`src/rtl/prod_accum_16bit.sv`:
```
// Frame accumulator for the pipelined multiplier: sums each group of LEN valid
// products and presents the sum through a one-entry valid/ready output register.
module prod_accum_16bit #(
    parameter int PROD_W = 16,
    parameter int LEN    = 4,
    parameter int ACC_W  = PROD_W + $clog2(LEN),
    parameter int CNT_W  = (LEN > 1) ? $clog2(LEN) : 1
) (
    input  logic              clk,
    input  logic              rst,
    input  logic              prod_en_in,
    input  logic [PROD_W-1:0] prod_in,
    input  logic              flush,
    input  logic              acc_ready,
    output logic              acc_valid,
    output logic [ACC_W-1:0]  acc_out,
    output logic [CNT_W-1:0]  beat_cnt,
    output logic              overrun
);

    localparam logic [CNT_W-1:0] LAST_BEAT = CNT_W'(LEN - 1);

    logic [ACC_W-1:0] acc_q, acc_d;
    logic [CNT_W-1:0] cnt_q, cnt_d;
    logic [ACC_W-1:0] out_q, out_d;
    logic             valid_q, valid_d;
    logic             over_q, over_d;

    logic             accept;
    logic             frame_done;
    logic [ACC_W-1:0] frame_sum;

    assign accept     = prod_en_in && !flush;
    assign frame_done = accept && (cnt_q == LAST_BEAT);
    assign frame_sum  = acc_q + ACC_W'(prod_in);

    always_comb begin
        // NOTE: every next-state signal takes its current value first, so no path leaves it unassigned and no latch is inferred.
        acc_d   = acc_q;
        cnt_d   = cnt_q;
        out_d   = out_q;
        valid_d = valid_q;
        over_d  = over_q;

        if (flush) begin
            acc_d = '0;
            cnt_d = '0;
        end else if (accept) begin
            if (frame_done) begin
                acc_d = '0;
                cnt_d = '0;
            end else begin
                acc_d = frame_sum;
                cnt_d = cnt_q + CNT_W'(1);
            end
        end

        // A completed frame may reuse the slot being drained on this same edge.
        if (frame_done) begin
            if (!valid_q || acc_ready) begin
                out_d   = frame_sum;
                valid_d = 1'b1;
            end else begin
                over_d = 1'b1;
            end
        end else if (valid_q && acc_ready) begin
            valid_d = 1'b0;
        end
    end

    always_ff @(posedge clk) begin
        // NOTE: state uses non-blocking assignments so every register updates from pre-edge values together.
        if (rst) begin
            acc_q   <= '0;
            cnt_q   <= '0;
            out_q   <= '0;
            valid_q <= 1'b0;
            over_q  <= 1'b0;
        end else begin
            acc_q   <= acc_d;
            cnt_q   <= cnt_d;
            out_q   <= out_d;
            valid_q <= valid_d;
            over_q  <= over_d;
        end
    end

    assign acc_valid = valid_q;
    assign acc_out   = out_q;
    assign beat_cnt  = cnt_q;
    assign overrun   = over_q;

endmodule

```
`config.mk`:
```
export PLATFORM = sky130hd
export DESIGN_NAME = prod_accum_16bit
export DESIGN_NICKNAME = d
export VERILOG_FILES = /design/src/rtl/prod_accum_16bit.sv
export SDC_FILE = /design/constraint.sdc
export NUM_CORES = 1
export LEC_CHECK = 0
export CAP_MARGIN = 20
export CORE_MARGIN = 2
export CORE_UTILIZATION = 40
export CTS_BUF_LIST = sky130_fd_sc_hd__clkbuf_8
export CTS_CLUSTER_SIZE = 8
export DETAILED_ROUTE_END_ITERATION = 12
export GPL_ROUTABILITY_DRIVEN = 0
export PLACE_DENSITY = 0.74
export SKIP_LAST_GASP = 1
export SYNTH_ARGS = -nofsm -noshare
export SYNTH_HDL_FRONTEND = slang
export SYNTH_SLANG_ARGS = --single-unit
export TNS_END_PERCENT = 50
```
`constraint.sdc`:
```
create_clock -name clk -period 2.9 [get_ports clk]
set_input_delay 0.435 -clock clk [delete_from_list [all_inputs] [get_ports clk]]
set_output_delay 0.435 -clock clk [all_outputs]
set_load 0.01 [all_outputs]
```
==> impl_results.md, run 1 <==
* Clock Tree Buf Depth at 2
* Worst Reg-to-Reg Cells at 7
* Ys async rst share at 0%
* Area of the multi-input gates at 1640 um^2
* Yosys top cell area share at 30.7%
* Combinational power share at 19.3%
* CP arrival at 2.67 ns
* CP cell instances: clkdlybuf4s50_1, ha_1, nand2_1, a211o_1, a311oi_1, or2_0, or3_1, nand3_1
* Setup TNS Final at 0 ns
* Core Util, Final at 49.9%
* Worst-path fanout max at 8
* M2 GR Usage at 32.9%
* Worst clock skew at 0.00538 ns
* Worst path required time at 3.08 ns
* Final hold vios at 0
* Unrepaired setup endpoints after global routing: false
* Share of cells above drive strength 1 at 8.99%
* Reg clk slew, reported paths at 0.08 ns
* Number of enable flip-flop cells after synthesis at 0
* Post-Synth Simple-Gate Area at 23.7%
* Largest family of logic cells by synthesized area: compound AO/OA/AOI/OAI gates
* Total number of vias at 2450
* First-pass GRT wire length at 11400 um
* IO Pins at 43
* H-tree depth at 2
* P_int at 0.000815 W
* Core area at 6310 um^2
* Chip Height at 84.7 um
* Worst hold path type: reg -> reg
* Crit. Startpoint: prod_in[6]
* Pleak at 1.20 nW
* Startpoint class of the critical path: input port
* Net switching power at 0.000324 W
* Post-Place Cells at 426
* Slew Viols, Final at 0
* Status: complete, no violations
* Most common library cells after synthesis: 41 x nand2_1, 40 x dfxtp_1, 28 x a21oi_1
* Die area at 7180 um^2
* Xor/xnor share of the synthesized area at 5.04%
* Cts hold-fix bufs at 0
* Vias per inst at 5.66
* Worst-Skew Late Latency at 0.29 ns
* Nets at 395
* Yosys cell types at 63
* Post_cts resized at 0
* Fill cells at 665
* Post-synth net total at 357
* Mux cell area share after synthesis at 0.816%
* Vias in the first global route at 2476
* Cell taking the most area after synthesis: dfxtp_1
* Sink Count at 40
* Busiest grt layer: met2
* Fmax at 0.401 GHz
* Worst relative slew slack at 56.4%
* Yosys reg bits at 40
* Mapped Cells at 318
* Final hold slack at 0.461 ns
* Reg-to-reg endpoint: acc_q[17]$_SDFFE_PP0P_
* Met1 usage at 24.1%
* Synth-to-Final Area Change at 21.0%
* FF-to-FF Start: acc_q[6]$_SDFFE_PP0P_
* Synth Area in Compound Gates at 24.3%
* DIE WIDTH at 84.7 um
* Fin crit share at 86.0%
* Net Sw Frac at 28.5%
* Crit. End Element: flip-flop
* Initial DRC count at 161
* Clock network fraction of total power at 31.3%
* Largest net degree at the start of global routing at 19
* GRT Util Overall at 19.3%
* Drt drc at 0
* N_diodes at 0
* Initial antenna violation count at 0
* Starting Density at 41.3%
* Detailed Place HPWL at 5000 um
* CP max stage cell: ha_1
* Power density over the cells at 362 nW/um^2
* Critical path capture point: acc_q[17]$_SDFFE_PP0P_
* IO buf count at 42
* Grt met3 use at 5.01%
* Worst-margin pin slew at 0.651 ns
* Seq. cell area at 801 um^2
* Maximum vdd drop at 274 uV
* Row Count at 29
* Synth Area in Adders at 8.93%
* Synth warn at 0
* Num CTS Buffers at 5
* Synth top area cells: dfxtp_1 31%, ha_1 8.2%, nand2_1 5.9%
* Final WL at 6540 um
* Cell area after synthesis at 2610 um^2
* Clock root buffer: clkbuf_8
* Synth Area per Inst at 8.20 um^2
* CTS tree: done
* Sequential fraction of the synthesis area at 30.7%
* Reg2Reg Setup Slack at 0.65 ns
* Max incr delay on CP at 0.44 ns
* Setup bufs post-CTS at 0
* Post-DR wirelength/cell at 15.1 um
* Sequential power share at 49.4%
* Setup violators final at 0
* Crit Path Class: in -> reg
* DRT Pass-1 Iters at 4
* Dominant synthesized flop cell: dfxtp_1
* Most frequent cell after synthesis: nand2_1
* GR Overflow Total at 0
* ANT nets after route at 0
* Final Critical Period at 2.49 ns
* Non-filler cells, final at 433
* Max-cap violations at 0
## routing by layer
layer / wire [um] / vias up
li1: - / 1227
met1: 2970 / 1132
met2: 2950 / 76
met3: 473 / 15
met4: 149 / 0
met5: 0 / -
## sequential cells by signal, indices dropped and copies added (netlist names)
signal	cells
overrun	1
acc_q	18
acc_out	18
beat_cnt	2
acc_valid	1
## cell usage in the layout, fill, tap and decap left out, drive strengths merged, types with 6 or more instances in the layout
master	count
xor2	6
inv	7
a21oi	30
clkdlybuf4s50	42
nand3	17
dfxtp	40
nand4	7
a22oi	6
xnor2	9
o21ai	15
buf	13
nand2	41
nor2	25
a211oi	7
a21o	6
nor3	6
ha	17
## stage by stage
| stage | setup WS (ns) | total power (W) | area [um^2] |
|---|---|---|---|
| floorplan | 0.651 | 0.000725 | 2610 |
| global placement | 0.136 | 0.000791 | 3080 |
| detailed placement | 0.0887 | 0.000794 | 3080 |
| CTS | 0.396 | 0.00114 | 3150 |
| global route | 0.229 | 0.00119 | 3150 |
| finish | 0.406 | 0.00114 | 3150 |
## cell families after synthesis
logic type                 Yosys count
AOI/OAI and AO/OA                   91
xor gates and xnor gates            15
adders and majority gates           18
buffers and inverters               30
DFF                                 40
muxes                                2
and+or+nand+nor                    122
## worst min path at each step
stage / from / endpoint / depth (start not counted)
after floorplan: acc_q[10]$_SDFFE_PP0P_ / acc_q[10]$_SDFFE_PP0P_ / 2
after global placement: acc_q[9]$_SDFFE_PP0P_ / acc_q[9]$_SDFFE_PP0P_ / 2
after detailed placement: acc_q[13]$_SDFFE_PP0P_ / acc_q[13]$_SDFFE_PP0P_ / 2
after CTS: acc_q[13]$_SDFFE_PP0P_ / acc_q[13]$_SDFFE_PP0P_ / 2
after global routing: acc_out[2]$_SDFFE_PP0P_ / acc_out[2]$_SDFFE_PP0P_ / 2
final: acc_q[12]$_SDFFE_PP0P_ / acc_q[12]$_SDFFE_PP0P_ / 2
## area by class of cell
type,instances,area share [%]
multi-input cells,248,51.9
clock inverters,2,0.278
inverters,6,0.714
repair buffers,55,16.4
clock buffers,5,2.18
well taps,77,3.06
flip-flops and latches,40,25.4
## critical path, delay by kind of cell
kind                     cells  cell delay (ns)
AO/OA/AOI/OAI                2             0.73
AND/OR/NAND/NOR              4             0.64
adder cells (fa/ha/maj)      1             0.44
buffers and inverters        1             0.41
## power groups by stage
stage               combinational (W)  clock, W  sequential, W
finish                       0.000220  0.000357       0.000563
CTS                          0.000220  0.000361       0.000563
global route                 0.000243  0.000387       0.000564
floorplan                    0.000150         0       0.000575
global placement             0.000216         0       0.000576
detailed placement           0.000218         0       0.000576
No activity file was read; power rests on OpenSTA's default activity.
==> inputs of run 2 (changes only) <==
- TNS_END_PERCENT: 50 -> not set
==> results of run 2 <==
Same layout as run 1: the final DEF is identical, and so are final timing and power.
==> inputs of run 3 (changes only) <==
- CAP_MARGIN: 20 -> not set
==> results of run 3 <==
Same layout as run 1: the final DEF is identical, and so are final timing and power.
